--- config.mk ---
export PLATFORM = sky130hd
export DESIGN_NAME = stopwatch_ctrl
export DESIGN_NICKNAME = d
export VERILOG_FILES = /design/src/rtl/stopwatch_pkg.sv /design/src/rtl/key_debounce.sv /design/src/rtl/stopwatch_ctrl.sv
export SDC_FILE = /design/constraint.sdc
export NUM_CORES = 1
export LEC_CHECK = 0
export BUFFER_PORTS_ARGS = -buffer_cell sky130_fd_sc_hd__buf_2
export CAP_MARGIN = 20
export CORE_MARGIN = 4
export CORE_UTILIZATION = 61
export DETAILED_ROUTE_END_ITERATION = 12
export PLACE_DENSITY = 0.81
export SLEW_MARGIN = 20
export SYNTH_ARGS = -nofsm -noshare
export SYNTH_HDL_FRONTEND = slang
export SYNTH_HIERARCHICAL = 1
export SYNTH_SLANG_ARGS = --single-unit
--- constraint.sdc ---
create_clock -name clk -period 5.18 [get_ports clk]
set_clock_uncertainty 0.05 [all_clocks]
set_input_delay 0.259 -clock clk [delete_from_list [all_inputs] [get_ports clk]]
set_output_delay 0.259 -clock clk [all_outputs]
set_load 0.05 [all_outputs]
--- src/rtl/stopwatch_pkg.sv ---
// Shared state encoding, key indices and state helpers for the stopwatch controller.
package stopwatch_pkg;

  // Bit 0 = running and bit 1 = counting down, so each press toggles exactly one bit.
  typedef enum logic [1:0] {
    PAUSED_UP   = 2'd0,
    RUN_UP      = 2'd1,
    PAUSED_DOWN = 2'd2,
    RUN_DOWN    = 2'd3
  } sw_state_e;

  localparam int unsigned NUM_KEYS = 4;
  localparam int unsigned KEY_RUN  = 0;
  localparam int unsigned KEY_DIR  = 1;
  localparam int unsigned KEY_LAP  = 2;
  localparam int unsigned KEY_CLR  = 3;

  function automatic logic is_running(input sw_state_e s);
    return (s == RUN_UP) || (s == RUN_DOWN);
  endfunction

  function automatic logic is_up(input sw_state_e s);
    return (s == PAUSED_UP) || (s == RUN_UP);
  endfunction

  // Run and dir presses are independent toggles, so both may apply in one cycle.
  function automatic sw_state_e toggle_state(input sw_state_e s,
                                             input logic      run_tgl,
                                             input logic      dir_tgl);
    logic      running;
    logic      down;
    logic      legal;
    sw_state_e nxt;
    running = 1'b0;
    down    = 1'b0;
    legal   = 1'b1;
    nxt     = PAUSED_UP;
    case (s)
      PAUSED_UP:   begin running = 1'b0; down = 1'b0; end
      RUN_UP:      begin running = 1'b1; down = 1'b0; end
      PAUSED_DOWN: begin running = 1'b0; down = 1'b1; end
      RUN_DOWN:    begin running = 1'b1; down = 1'b1; end
      default:     legal = 1'b0;
    endcase
    if (legal) begin
      nxt = sw_state_e'({down ^ dir_tgl, running ^ run_tgl});
    end
    return nxt;
  endfunction

endpackage

--- src/rtl/key_debounce.sv ---
// One raw key: 2-flop synchroniser, counting debouncer and registered rising-edge pulse.
module key_debounce #(
  parameter int unsigned DEBOUNCE_CYCLES = 4
) (
  input  logic clk,
  input  logic rst,
  input  logic key_raw,
  output logic level,
  output logic press
);

  localparam int unsigned CNT_W = (DEBOUNCE_CYCLES > 1) ? $clog2(DEBOUNCE_CYCLES) : 1;
  localparam logic [CNT_W-1:0] CNT_LAST = CNT_W'(DEBOUNCE_CYCLES - 1);

  logic             sync1_q;
  logic             sync2_q;
  logic             level_q;
  logic             level_d;
  logic             level_prev_q;
  logic             press_q;
  logic             press_d;
  logic [CNT_W-1:0] cnt_q;
  logic [CNT_W-1:0] cnt_d;

  // The counter tracks how many samples in a row disagree with the accepted level.
  always_comb begin
    // NOTE: every output gets a default first so no path leaves it unassigned (no latch).
    level_d = level_q;
    cnt_d   = '0;
    press_d = level_q & ~level_prev_q;
    if (sync2_q != level_q) begin
      if (cnt_q == CNT_LAST) begin
        level_d = sync2_q;
      end else begin
        cnt_d = cnt_q + 1'b1;
      end
    end
  end

  always_ff @(posedge clk) begin
    // NOTE: non-blocking updates so every flop samples pre-edge values, e.g. the sync chain.
    if (rst) begin
      sync1_q      <= 1'b0;
      sync2_q      <= 1'b0;
      level_q      <= 1'b0;
      level_prev_q <= 1'b0;
      press_q      <= 1'b0;
      cnt_q        <= '0;
    end else begin
      sync1_q      <= key_raw;
      sync2_q      <= sync1_q;
      level_q      <= level_d;
      level_prev_q <= level_q;
      press_q      <= press_d;
      cnt_q        <= cnt_d;
    end
  end

  assign level = level_q;
  assign press = press_q;

endmodule

--- src/rtl/stopwatch_ctrl.sv ---
// Stopwatch controller: debounced keys drive a run/pause x up/down FSM, a prescaled
// wrapping counter, and a lap register that can freeze the display.
module stopwatch_ctrl
  import stopwatch_pkg::*;
#(
  parameter int unsigned DEBOUNCE_CYCLES = 4,
  parameter int unsigned TICK_DIV        = 10,
  parameter int unsigned COUNT_MAX       = 59,
  parameter int unsigned WIDTH           = 6
) (
  input  logic             clk,
  input  logic             rst,
  input  logic [3:0]       key,
  output logic             countup,
  output logic             paused,
  output logic             lap_hold,
  output logic [WIDTH-1:0] count,
  output logic [WIDTH-1:0] display,
  output logic             wrap,
  output logic [1:0]       state_code
);

  localparam int unsigned PRE_W = (TICK_DIV > 1) ? $clog2(TICK_DIV) : 1;
  localparam logic [PRE_W-1:0] PRE_LAST  = PRE_W'(TICK_DIV - 1);
  localparam logic [WIDTH-1:0] CNT_LAST  = WIDTH'(COUNT_MAX);

  logic [NUM_KEYS-1:0] key_press;
  logic [NUM_KEYS-1:0] key_level_unused;

  for (genvar gi = 0; gi < NUM_KEYS; gi++) begin : g_key
    key_debounce #(
      .DEBOUNCE_CYCLES(DEBOUNCE_CYCLES)
    ) u_key_debounce (
      .clk    (clk),
      .rst    (rst),
      .key_raw(key[gi]),
      .level  (key_level_unused[gi]),
      .press  (key_press[gi])
    );
  end

  logic run_p;
  logic dir_p;
  logic lap_p;
  logic clr_p;

  assign run_p = key_press[KEY_RUN];
  assign dir_p = key_press[KEY_DIR];
  assign lap_p = key_press[KEY_LAP];
  assign clr_p = key_press[KEY_CLR];

  sw_state_e state_q;
  sw_state_e state_d;

  always_ff @(posedge clk) begin
    if (rst) begin
      state_q <= PAUSED_UP;
    end else begin
      state_q <= state_d;
    end
  end

  always_comb begin
    state_d = toggle_state(state_q, run_p, dir_p);
  end

  assign countup    = is_up(state_q);
  assign paused     = ~is_running(state_q);
  assign state_code = state_q;

  logic [PRE_W-1:0] presc_q;
  logic [PRE_W-1:0] presc_d;
  logic [WIDTH-1:0] count_q;
  logic [WIDTH-1:0] count_d;
  logic [WIDTH-1:0] lap_q;
  logic [WIDTH-1:0] lap_d;
  logic             lap_hold_q;
  logic             lap_hold_d;
  logic             wrap_q;
  logic             wrap_d;
  logic             running;
  logic             tick;

  assign running = is_running(state_q);
  assign tick    = running && (presc_q == PRE_LAST);

  // Clear is applied last so it overrides a same-cycle tick, wrap and lap capture.
  always_comb begin
    presc_d    = presc_q;
    count_d    = count_q;
    lap_d      = lap_q;
    lap_hold_d = lap_hold_q;
    wrap_d     = 1'b0;

    if (running) begin
      presc_d = tick ? '0 : presc_q + 1'b1;
    end

    if (tick) begin
      if (countup) begin
        if (count_q == CNT_LAST) begin
          count_d = '0;
          wrap_d  = 1'b1;
        end else begin
          count_d = count_q + 1'b1;
        end
      end else begin
        if (count_q == '0) begin
          count_d = CNT_LAST;
          wrap_d  = 1'b1;
        end else begin
          count_d = count_q - 1'b1;
        end
      end
    end

    if (lap_p) begin
      lap_hold_d = ~lap_hold_q;
      if (!lap_hold_q) begin
        lap_d = count_q;
      end
    end

    if (clr_p) begin
      presc_d    = '0;
      count_d    = '0;
      lap_d      = '0;
      lap_hold_d = 1'b0;
      wrap_d     = 1'b0;
    end
  end

  always_ff @(posedge clk) begin
    if (rst) begin
      presc_q    <= '0;
      count_q    <= '0;
      lap_q      <= '0;
      lap_hold_q <= 1'b0;
      wrap_q     <= 1'b0;
    end else begin
      presc_q    <= presc_d;
      count_q    <= count_d;
      lap_q      <= lap_d;
      lap_hold_q <= lap_hold_d;
      wrap_q     <= wrap_d;
    end
  end

  assign count    = count_q;
  assign lap_hold = lap_hold_q;
  assign wrap     = wrap_q;
  assign display  = lap_hold_q ? lap_q : count_q;

endmodule

## Yosys cells after proc, flatten, opt, wreduce, memory -nomap -nowiden

Cells that the tools add are included.

- Shift operators: 0
- Add/sub/neg operators: 7
- Reduce and logical (&&, ||, !) cells: 19
- $mul: 0
- Magnitude comparators: 0
- Bitwise gates (word level): 17
- Equality and inequality tests: 13
- Muxes and demuxes: 10
- Div/mod/pow operators: 0

Operator list:

| operator | count |
|---|---|
| $mux 6 | 4 |
| $reduce_or 3->1 | 5 |
| $eq 2x2->1 const B | 6 |
| $not 1->1 | 11 |
| $reduce_or 2->1 | 5 |
| $add 2x1->2 const B | 4 |
| $reduce_and 2->1 | 4 |
| $add 6x1->6 const B | 1 |
| $eq 6x6->1 const B | 1 |
| $logic_not 6->1 | 1 |
| $sub 6x1->6 const B | 1 |
| $add 4x1->4 const B | 1 |
| $and 1x1->1 | 4 |
| $eq 4x4->1 const B | 1 |
| $mux 4 | 1 |
| $ne 1x1->1 | 4 |
| $pmux 1 s2 | 2 |
| $mux 1 | 3 |
| $eq 2x1->1 const B | 1 |
| $logic_not 2->1 | 1 |
| $logic_or 1x1->1 | 2 |
| $xor 1x1->1 | 2 |
| $logic_and 1x1->1 | 1 |

- Memories: 0
- Memory bits (read-only): 0
- Bits in writable memories: 0
- Input port bits: 6
- Latch bits: 0
- Register bits after elaboration: 48
- Word-level logic and storage cells: 96

## Logic depth before layout (Yosys ltp)

- Depth in word-level cells: 5
- Gate-level depth with buffers: 7
- Gate-level depth less buffers: 6

## Cells and area by module

The synthesis kept the hierarchy.

By module, submodules not included:

| module | times used | area each (um2) | sequential area each (um2) | cells an instance |
|---|---|---|---|---|
| stopwatch_ctrl | 1 | 1158.6 | 400.4 | 140 |
| key_debounce | 4 | 224.0 | 140.1 | 17 |

## Worst setup path before layout

Ideal clock, no wire load.

- Kind: reg2out
- Start point: register count_q[0] (netlist: count[0])
- End point: output port display[0]
- Cell stages (with the launch flop): 4
- Data arrival time: 2.162 ns
- Slack: 2.709 ns
- Cell sequence: dfxtp_1 clkbuf_1 inv_1 o21ai_0

- Word-level cells in the longest chain between the ends: 1

RTL lines:

| item | RTL line | source |
|---|---|---|
| start, declared | stopwatch_ctrl.sv:73 | `logic [WIDTH-1:0] count_q;` |
| start signal, assigned | stopwatch_ctrl.sv:142 | `count_q <= count_d;` |
| $mux 6 | n/a |  |
| end, declared | stopwatch_ctrl.sv:18 | `output logic [WIDTH-1:0] display,` |

Every way passes these cells.

## Worst setup path in the final report

Same ends and word-level chain as after synthesis.

==> impl_metrics.yaml <==
cells_and_area:
  nets: 242
  diodes: 0
  post_layout_nonfiller_instances: 272
  fin_area_um2: 2250
  area_delta_synth_final_pct: 9.50
  drive_gt1_share_pct: 19.7
critical_path:
  crit_type: "register to primary output"
  r2r_setup_slack_ps: 3340
  worstPathMaxFanout: 11
  crit_chain: "inv_1 > o21ai_0 > buf_2"
  max_stage_delay_ps: 540
  slowest_stage: "dfxtp_1"
  critPathRequiredTime_ps: 4870
  end_kind: "primary output"
  worstPathArrival_ps: 1540
  critPathBufInv: 2
  worstSetupStartpointType: "register"
  cpLargestDelayFamily: "flip-flops"
timing:
  hold_slack_ps: 58.1
  rsz0062_at_grt: "no"
  layout_min_cycle_time_ps: 1850
  setup_viol: 0
  fmax_mhz: 540
  max_slew_margin_pct: 54.0
  setup_tns_ps: 0
  slew_violations: 0
  finalHoldViolations: 0
  min_period_over_period_pct: 35.8
  tightestPinTransition_ps: 688
job:
  cap_violations: 0
clocking:
  cts_hold_buf: 0
  clockBufferDepth: 2
  cts.sinks: 48
  post_cts_resized: 0
  root_buffer: "clkbuf_4"
  insertion_delay_ps: 350
  cts.clk_slew.worst_paths_ps: 130
  cts.htree.levels: 2
  numCtsBuffers: 5
  cts_setup_buffers: 0
  cts_tree: "done"
placement:
  place_area_um2: 2170
  dp_cells: 264
  dp.final_hpwl_mm: 2.66
  gp_congestion: 0.866
  port_buffers: 23
power_and_ir_drop:
  vdd_ir_drop_max_v: 0.000281
  seqPwrFrac_pct: 62.3
  p_comb_share_pct: 2.1
  power_density_nw_per_um2: 267
  p_sw_mw: 0.122
  p_sw_share_pct: 20.3
  intPower_mw: 0.479
  leakagePower_nw: 0.882
  p_clk_share_pct: 35.6
synthesis:
  yosys_warnings: 6
  yosysUniqueCellTypes: 38
  yosys.area.top_type: "dfxtp_1"
  synth_seq_area_share_pct: 46.8
  synth.top_cell.area_share_pct: 46.8
  post_synth_instance_area_um2: 2050
  synth_seq_cells: 48
  syn-num-nets: 223
  syn_avg_cell_area_um2: 9.88
  synth_area_leaders: "dfxtp_1 (47%), ha_1 (5.5%), mux2i_1 (4.9%)"
  synthCells: 208
grt:
  antenna_found_initial: 0
  grt_max_degree: 29
  overflow: 0
  grt_pass1_wl_mm: 6.54
  use_met1_pct: 22.9
  grt_busiest_layer: "met2"
  gr-usage-met3_pct: 4.25
  gr-usage-met2_pct: 33.5
  grtUsageTotal_pct: 19.4
  grt_pass1_vias: 1497
die:
  fp.dieH_um: 66.0
  coreArea_um2: 3130
  initial_utilization_pct: 65.7
  num_rows: 20
  num_io_pins: 24
  die_w_um: 66.0
  die_area_um2: 4360
detailed_routing:
  dr.pass1.iters: 4
  drcViolationCount: 0
  ant_nets: 0
  routed_wl_mm: 3.72
  dr_total_vias: 1521
  wl_per_cell_um: 13.7
  vias_per_cell: 5.59
  drt_iter0_markers: 185
hold_path:
  hold_class: "input pin to register"
status:
  outcome: "finished, final reports clean"
## placed cells by master, fill, tap and decap left out, types with 5 or more instances in the layout
cell type,n
mux2i_1,10
xnor2_1,7
dfxtp_1,48
inv_1,5
clkbuf_4,5
nor2b_1,16
o21ai_0,11
nor2_1,20
ha_1,9
a21oi_1,8
buf_2,23
nand2_1,6
nor3_1,7
## stage by stage
stage	util [%]	power, mW	worst slack [ps]
2_1_floorplan	-	0.389	2710
3_3_place_gp	69.5	0.395	3420
3_5_place_dp	69.5	0.396	3390
4_1_cts	71.9	0.606	3340
5_1_grt	71.9	0.624	3210
6_report	71.9	0.602	3330
## area by class of cell
class | instances | area, um^2
Tap cell | 44 | 55.1
Fill cell | 247 | 878
Clock inverter | 2 | 35.0
Timing Repair Buffer | 23 | 115
Multi-Input combinational cell | 144 | 1020
Clock buffer | 6 | 41.3
Sequential cell | 48 | 961
Inverter | 5 | 18.8
## cells in the mapped netlist
cell	instances
clkbuf_1	3
a21oi_1	8
and4b_1	2
or3b_1	1
mux2_2	4
o21ai_0	11
nand2_1	6
a22oi_1	1
and3_1	1
o31a_1	1
nand3_1	3
o221ai_1	1
or2_2	1
nor3_1	7
nor2b_2	4
nand4b_1	1
a31o_2	1
xnor2_1	7
and2_1	2
nor3b_1	2
nand4_1	3
xor2_1	3
nor4b_2	4
a211oi_1	3
nor3_2	1
mux2i_1	10
and4_1	1
nor4_1	4
nor2_1	20
inv_1	5
a31oi_1	3
buf_2	8
ha_1	9
dfxtp_1	48
nand2b_1	1
o2111a_1	1
o211ai_1	1
nor2b_1	16
## worst register-to-register path: cells and delay by family, from the launching register on
kind	cells	cell delay, ps
AO/OA/AOI/OAI	2	390
adder cells (fa/ha/maj)	1	250
buffers and inverters	1	160
flip-flops	1	540
AND/OR/NAND/NOR	2	350
## metal layers
layer / part of all wire [%] / up-vias / wire length (um)
met4: 1.4 / 0 / 53
met2: 49 / 46 / 1830
met1: 43 / 701 / 1620
met5: 0 / - / 0
li1: - / 768 / -
met3: 5.8 / 6 / 217
## logic make-up after synthesis
group	share of synthesized area [%]
AOI/OAI and AO/OA	9.20
buffers and inverters	3.41
DFF	46.8
xor gates and xnor gates	4.26
adders and majority gates	5.48
and+or+nand+nor	23.8
muxes	7.06
## power groups by stage
stage                     sequential, mW  clock, mW  combinational, mW
after CTS                          0.375      0.218             0.0128
final                              0.375      0.214             0.0126
after global routing               0.375      0.234             0.0145
after global placement             0.383          0             0.0121
after floorplan                    0.382          0            0.00674
after detailed placement           0.383          0             0.0129
## registers in the layout (all words and copies together), names as in the netlist, 2 cells and up
register,cells
presc_q,4
g_key.u_key_debounce/level,4
lap_q,6
state_code,2
g_key.u_key_debounce/press,4
g_key.u_key_debounce/cnt_q,8
g_key.u_key_debounce/sync1_q,4
g_key.u_key_debounce/level_prev_q,4
g_key.u_key_debounce/sync2_q,4
count,6
## worst paths after layout
| kind | startpoint | endpoint | cells after the start |
|---|---|---|---|
| worst max-delay path | count[0] | display[0] | 3 |
| worst min-delay path | key[3] | g_key[3].u_key_debounce/sync1_q | 2 |
| worst max register to register | count[0] | count[3] | 6 |
| worst min register to register | g_key[3].u_key_debounce/level_prev_q | g_key[3].u_key_debounce/press | 1 |
Power figures use the tool's default switching activity.
